<file path="src/rtl/fifo_uart_tx_pkg.sv">
// fifo_uart_tx_pkg
//   Shared types for the FIFO-fed UART transmitter.
//   tx_state_e    : transmitter FSM states (PARITY is used only when
//                   FIFO_UART_TX_PARITY_EN is defined).
//   TX_IDLE_LEVEL : level of the serial line when no frame is in flight.
package fifo_uart_tx_pkg;

  typedef enum logic [2:0] {
    IDLE,
    FETCH,
    LOAD,
    START,
    DATA,
    PARITY,
    STOP
  } tx_state_e;

  localparam logic TX_IDLE_LEVEL = 1'b1;

endpackage

</file>
<file path="src/rtl/uart_baud_tick.sv">
// uart_baud_tick
//   Free-running bit-period counter. It counts 0..CLKS_PER_BIT-1 and
//   pulses tick for one cycle on the last count, then wraps to 0.
//   Ports:
//     clk   : system clock
//     rst_n : asynchronous active-low reset (counter to 0)
//     clear : synchronous reload to 0; suppresses tick
//     tick  : one-cycle pulse at the end of each bit period
module uart_baud_tick #(
  parameter int unsigned CLKS_PER_BIT = 16
) (
  input  logic clk,
  input  logic rst_n,
  input  logic clear,
  output logic tick
);

  localparam int unsigned CW = (CLKS_PER_BIT > 1) ? $clog2(CLKS_PER_BIT) : 1;
  localparam logic [CW-1:0] LAST = CW'(CLKS_PER_BIT - 1);

  logic [CW-1:0] cnt;

  always_ff @(posedge clk or negedge rst_n) begin
    if (!rst_n) begin
      cnt <= '0;
    end else if (clear || (cnt == LAST)) begin
      cnt <= '0;
    end else begin
      cnt <= cnt + CW'(1);
    end
  end

  assign tick = !clear && (cnt == LAST);

endmodule

</file>
<file path="src/rtl/fifo_uart_tx.sv">
// fifo_uart_tx
//   Drains bytes from a synchronous FIFO read port and sends each one as
//   a UART frame: start bit, DATA_BITS data bits LSB first, optional even
//   parity bit, STOP_BITS stop bits. Each bit lasts CLKS_PER_BIT clocks.
//   Optional feature macro: FIFO_UART_TX_PARITY_EN (adds the parity bit).
//   Ports:
//     clk     : system clock, rising edge
//     rst_n   : asynchronous active-low reset; aborts any frame, tx=1
//     enable  : permits new frames to start
//     rempty  : FIFO empty flag, sampled only in IDLE
//     dataOut : FIFO read data, valid the cycle after re
//     re      : registered one-cycle FIFO read strobe (FETCH cycle)
//     tx      : registered serial output, idles high
//     busy    : high whenever the FSM is not in IDLE
module fifo_uart_tx
  import fifo_uart_tx_pkg::*;
#(
  parameter int unsigned DATA_BITS    = 8,
  parameter int unsigned CLKS_PER_BIT = 16,
  parameter int unsigned STOP_BITS    = 1
) (
  input  logic                 clk,
  input  logic                 rst_n,
  input  logic                 enable,
  input  logic                 rempty,
  input  logic [DATA_BITS-1:0] dataOut,
  output logic                 re,
  output logic                 tx,
  output logic                 busy
);

  localparam int unsigned BW = $clog2(DATA_BITS) + 1;
  localparam logic [BW-1:0] LAST_DATA = BW'(DATA_BITS - 1);
  localparam logic [BW-1:0] LAST_STOP = BW'(STOP_BITS - 1);

  tx_state_e            state, state_n;
  logic [DATA_BITS-1:0] shift, shift_n;
  logic [BW-1:0]        bit_cnt, bit_cnt_n;
  logic                 tick;
  logic                 baud_clear;
  logic                 tx_n;

`ifdef FIFO_UART_TX_PARITY_EN
  logic parity_q;

  // Parity is taken from the word as loaded; the shift register is
  // consumed during DATA and no longer holds the whole word.
  always_ff @(posedge clk or negedge rst_n) begin
    if (!rst_n) begin
      parity_q <= 1'b0;
    end else if (state == LOAD) begin
      parity_q <= ^dataOut;
    end
  end
`endif

  // Bit timing runs only in the line-driving states, so every START entry
  // sees a freshly cleared counter; later boundaries wrap on tick.
  assign baud_clear = (state == IDLE) || (state == FETCH) || (state == LOAD);

  uart_baud_tick #(
    .CLKS_PER_BIT(CLKS_PER_BIT)
  ) u_baud (
    .clk   (clk),
    .rst_n (rst_n),
    .clear (baud_clear),
    .tick  (tick)
  );

  always_comb begin
    state_n   = state;
    shift_n   = shift;
    bit_cnt_n = bit_cnt;
    case (state)
      IDLE: begin
        if (enable && !rempty) state_n = FETCH;
      end
      FETCH: state_n = LOAD;
      LOAD: begin
        shift_n   = dataOut;
        bit_cnt_n = '0;
        state_n   = START;
      end
      START: begin
        if (tick) state_n = DATA;
      end
      DATA: begin
        if (tick) begin
          shift_n = shift >> 1;
          if (bit_cnt == LAST_DATA) begin
            bit_cnt_n = '0;
`ifdef FIFO_UART_TX_PARITY_EN
            state_n   = PARITY;
`else
            state_n   = STOP;
`endif
          end else begin
            bit_cnt_n = bit_cnt + BW'(1);
          end
        end
      end
`ifdef FIFO_UART_TX_PARITY_EN
      PARITY: begin
        if (tick) state_n = STOP;
      end
`endif
      STOP: begin
        if (tick) begin
          if (bit_cnt == LAST_STOP) begin
            bit_cnt_n = '0;
            state_n   = IDLE;
          end else begin
            bit_cnt_n = bit_cnt + BW'(1);
          end
        end
      end
      default: state_n = IDLE;
    endcase
  end

  // tx is registered from next-state values so the pad sees no glitches
  // and the line level lines up exactly with the state it belongs to.
  always_comb begin
    tx_n = TX_IDLE_LEVEL;
    case (state_n)
      START: tx_n = 1'b0;
      DATA:  tx_n = shift_n[0];
`ifdef FIFO_UART_TX_PARITY_EN
      PARITY: tx_n = parity_q;
`endif
      default: tx_n = TX_IDLE_LEVEL;
    endcase
  end

  always_ff @(posedge clk or negedge rst_n) begin
    if (!rst_n) begin
      state   <= IDLE;
      shift   <= '0;
      bit_cnt <= '0;
      re      <= 1'b0;
      tx      <= TX_IDLE_LEVEL;
    end else begin
      state   <= state_n;
      shift   <= shift_n;
      bit_cnt <= bit_cnt_n;
      re      <= (state_n == FETCH);
      tx      <= tx_n;
    end
  end

  assign busy = (state != IDLE);

endmodule

</file>
<file path="config.mk">
export PLATFORM = sky130hd
export DESIGN_NAME = fifo_uart_tx
export DESIGN_NICKNAME = d
export VERILOG_FILES = /design/src/rtl/fifo_uart_tx_pkg.sv /design/src/rtl/uart_baud_tick.sv /design/src/rtl/fifo_uart_tx.sv
export SDC_FILE = /design/constraint.sdc
export NUM_CORES = 1
export LEC_CHECK = 0
export BUFFER_PORTS_ARGS = -buffer_cell sky130_fd_sc_hd__buf_2
export CAP_MARGIN = 30
export CORE_UTILIZATION = 45
export DETAILED_ROUTE_END_ITERATION = 8
export GPL_TIMING_DRIVEN = 0
export HOLD_SLACK_MARGIN = 0.06
export MAX_ROUTING_LAYER = met4
export PLACE_DENSITY_LB_ADDON = 0.08
export SLEW_MARGIN = 20
export SYNTH_ARGS = -nofsm -noshare
export SYNTH_HDL_FRONTEND = slang
export SYNTH_SLANG_ARGS = --single-unit
</file>
<file path="constraint.sdc">
create_clock -name clk -period 1.5 [get_ports clk]
set_input_delay 0.45 -clock clk [delete_from_list [all_inputs] [get_ports clk]]
set_output_delay 0.45 -clock clk [all_outputs]
set_load 0.03 [all_outputs]
</file>
# Word level (Yosys, flattened, before mapping)
# Cells that the tools add are included.
[classes]
addsub = 2
mul = 0
div_mod_pow = 0
magnitude_cmp = 0
eq_ne = 12
n_shift = 0
muxes = 16
bitwise = 0
reduce_logical = 14
[op_table]
columns = ["cell", "n"]
rows = [
  ["2-to-1 mux 4 bit", 5],
  ["2-to-1 mux 3 bit", 6],
  ["case mux 3 bit (6 select lines)", 1],
  ["case mux 8 bit (2 select lines)", 1],
  ["case mux 4 bit (3 select lines)", 1],
  ["== test 3 x 2 -> 1 bit (second input constant)", 3],
  ["== test 3 bit (second input constant)", 3],
  ["adder 4 x 1 -> 4 bit (second input constant)", 2],
  ["2-to-1 mux 8 bit", 1],
  ["== test 3 x 1 -> 1 bit (second input constant)", 2],
  ["nonzero test 3 bit", 2],
  ["== test 4 x 3 -> 1 bit (second input constant)", 1],
  ["== test 4 bit (second input constant)", 1],
  ["zero test 4 bit", 1],
  ["inequality test 2 bit (second input constant)", 2],
  ["zero test 3 bit", 1],
  ["logical OR 1 bit", 3],
  ["AND reduction 3 bit", 1],
  ["logical AND 1 bit", 2],
  ["zero test 1 bit", 2],
  ["case mux 1 bit (2 select lines)", 1],
  ["AND reduction 2 bit", 1],
  ["nonzero test 2 bit", 1],
]
[totals]
reg_bits = 21
latch_bits = 0
ram_bits = 0
romBits = 0
input_bits = 12
out_inout_bits = 3
wordCells = 51
memories = 0

# Longest topological paths before layout
[logic_depth]
word_depth = 9
mapped_depth = 6
depth_no_buf = 6

# By module
# From an unflattened synthesis, not the netlist that was laid out.
[unflattened]
hier_cells = 108
area_unflattened_um2 = 1053.5
[modules_own_cells]
columns = ["module", "n_inst", "cells_each", "area_each_um2", "seq_area_each_um2"]
rows = [
  ["fifo_uart_tx", 1, 93, 878.3, 426.7],
  ["uart_baud_tick", 1, 15, 175.2, 100.1],
]

# Worst setup path before layout
# OpenSTA, ideal clock, no wires.
[synth_timing]
kind = "reg2out"
start = "reg state[1]"
end = "out busy"
arrival_time_ns = 1.081
t_required_ns = 1.050
setup_slack_ns = -0.031
path_stages_with_launch = 3
path_buffers = 1
cell_sequence = "dfrtp_1 -> buf_2 -> or3_1"
[synth_via]
elab_chain_len = 1
[synth_lines]
columns = ["item", "line_no", "rtl"]
rows = [
  ["from (decl)", "fifo_uart_tx.sv:36", "tx_state_e state, state_n;"],
  ["from (signal assigned)", "fifo_uart_tx.sv:143", "state <= state_n;"],
  ["nonzero test 3 bit", "fifo_uart_tx.sv:151", "assign busy = (state != IDLE);"],
  ["to (decl)", "fifo_uart_tx.sv:29", "output logic busy"],
]
# Every way passes these cells.

# Final worst setup path
# Same ends and word-level chain as after synthesis.

==> impl_metrics.yaml <==
placed_design:
  dp_hpwl_mm: 1.45
  place_congestion: 0.697
  placedCellCount: 144
  numPortBuffers: 14
timing:
  finClkSkew_ps: 4.13
  maxSlewHeadroom_pct: 67.9
  finalCritPeriodShare_pct: 121
  period_needed_ps: 1820
  finalSetupViolCount: 6
  fin_ws_ps: -322
  hold_viol: 0
  tightestPinTransition_ps: 481
  whs_ps: 76.9
  slew_viol_final: 0
  clock.fmax_mhz: 549
  grt_setup_unrepaired: "true"
routing:
  drt-initial-drc-count: 14
  m1WireLength_mm: 1.09
  routed_wl_mm: 2.37
  vias: 916
  avgRoutedWirePerCell_um: 14.5
  wl_met3_um: 60
  drt-vias-per-instance: 5.62
  top_layer: "met4"
  wl_met2_mm: 1.19
  drtAntennaViolNets: 0
  drc: 0
  first_pass_iters: 3
final_layout:
  antenna_cells: 0
  drive_gt1_share_pct: 41.5
  final_common_cell: "dfrtp_1"
  final_net_count: 151
  layout_common_cells: "dfrtp_1, buf_2, buf_4"
  area_growth_pct: 33.0
  layoutNonFillerInstCount: 163
synthesis:
  synth_area_um2: 1090
  synthTopCellsByArea: "dfrtp_1, a21o_1, a22o_1"
  seq_area_frac_synth_pct: 48.2
  synth_edf_count: 0
  ys.flop_type: "dfrtp_1"
  syn_nets: 117
  syn_inst: 102
  synthDominantCellAreaShare_pct: 45.8
  ys_ff_latch: 21
  synth.largest_area_cell: "dfrtp_1"
  postSynth.asyncResetShare_pct: 100
  yosysUniqueCellTypes: 42
  avgSynthCellArea_um2: 10.7
  synth_warnings: 0
grt:
  grt_max_degree: 22
  antenna_found_initial: 0
  grt_pass1_wl_mm: 3.71
  grt_overflow_total: 0
  grt_pass1_vias: 877
  track_usage_pct: 19.7
setup_path:
  critPathKind: "reg -> out"
  cp_num_buf_inv: 2
  end_kind: "output pin"
  critPathSlowestCell: "dfrtp_1"
  crit_top_cell: "buf_6"
  cp-start-kind: "flip-flop"
  crit_chain: "buf_6, or3_4, buf_6"
  critPathTopFamily: "flip-flops"
  critPathRequiredTime_ps: 1050
  slowest_delay_ps: 420
  worstPathArrival_ps: 1370
  crit_path_max_fanout: 2
min_path:
  hp-class: "in -> async"
cts:
  tritoncts: "done"
  cts_max_level: 1
  cts_made_buffers: 3
  cts_hold_buffers: 0
  clkLatencyLatePin_ps: 310
  clock_sinks: 21
  cts_root_buf: "clkbuf_4"
  cts.path.max_buffers: 2
  path_clk_slew_ps: 120
floorplan:
  coreArea_um2: 2250
  row_count: 17
  die_w_um: 51.3
  ios: 15
  chipHeight_um: 51.3
  dieArea_um2: 2630
  start_util_pct: 48.4
run_status:
  outcome: "complete, but fails checks"
  violations: "setup timing"
pwr:
  ir_drop_mv: 0.466
  cellPowerDensity_nw_per_um2: 635
  p_leak_nw: 0.701
flow_run:
  cap_violations: 0
## path summary, 6_finish.rpt
kind / end / slack [ps] / start / cells past startpoint
worst min register to register: shift[6] / 490 / shift[6] / 1
worst max register to register: shift[2] / -30 / u_baud.cnt[0] / 6
min in group clk: re / 290 / rempty / 2
worst max-delay path: busy / -320 / state[1] / 3
worst min-delay path: shift[1] / 80 / rst_n / 1
max in group asynchronous: state[2] / 1080 / rst_n / 1
## registers in the layout (all words and copies together), names as in the netlist
name	cells
state	3
shift	8
bit_cnt	4
tx	1
u_baud.cnt	4
re	1
## cell families (layout without fill, tap and decap cells)
family	after synthesis	after routing	share of synthesized area, %
adder cells (fa/ha/maj)	3	3	3.44
XOR/XNOR	2	2	1.60
buffers and inverters	7	40	3.32
AO/OA/AOI/OAI	33	33	22.3
flip-flops	21	21	48.2
AND/OR/NAND/NOR	36	36	21.1
## cell type report
class | count | area (um^2)
flip-flops and latches | 21 | 529
inverters | 3 | 11.3
repair buffers | 29 | 203
plain buffers | 4 | 37.5
well taps | 28 | 35.0
fillers | 194 | 802
clock buffers | 4 | 26.3
multi-input cells | 74 | 611
## power breakdown
part,internal (W),switching (W)
logic,0.0000259,0.0000247
registers,0.000578,0.00000631
clock network,0.000104,0.000184
total,0.000708,0.000216
## cells in the mapped netlist (3+ instances only)
cell	number
ha_1	3
dfrtp_1	20
nand2_1	8
nand2b_1	3
a21o_1	7
nand3_1	4
inv_1	3
o21ai_0	5
a21oi_1	4
a22o_1	6
## timing repair
item | in CTS | in global routing
endpoints found under the setup margin | 12 | 14
pin swaps | 8 | 10
gates resized for setup | 17 | 14
setup buffers | 12 | 4
## routing by layer
| metal | global-route usage, % | vias to the layer above |
|---|---|---|
| li1 | - | 446 |
| met1 | 23.5 | 454 |
| met2 | 34.2 | 13 |
| met3 | 2.68 | 3 |
| met4 | 6.31 | 0 |
| met5 | - | - |
## stage by stage
step / TNS (ps) / area [um^2] / setup WS (ps) / power [W] / util (%)
finish: -410 / 1450 / -322 / 0.000923 / 64.4
global route: -1060 / 1450 / -356 / 0.000958 / 64.4
CTS: -308 / 1390 / -308 / 0.000922 / 61.4
detailed placement: -1100 / 1200 / -147 / 0.000642 / 53.4
global placement: -930 / 1200 / -131 / 0.000641 / 53.4
floorplan: 0 / 1100 / 29.8 / 0.000612 / -
(Power assumes the default switching activity.)
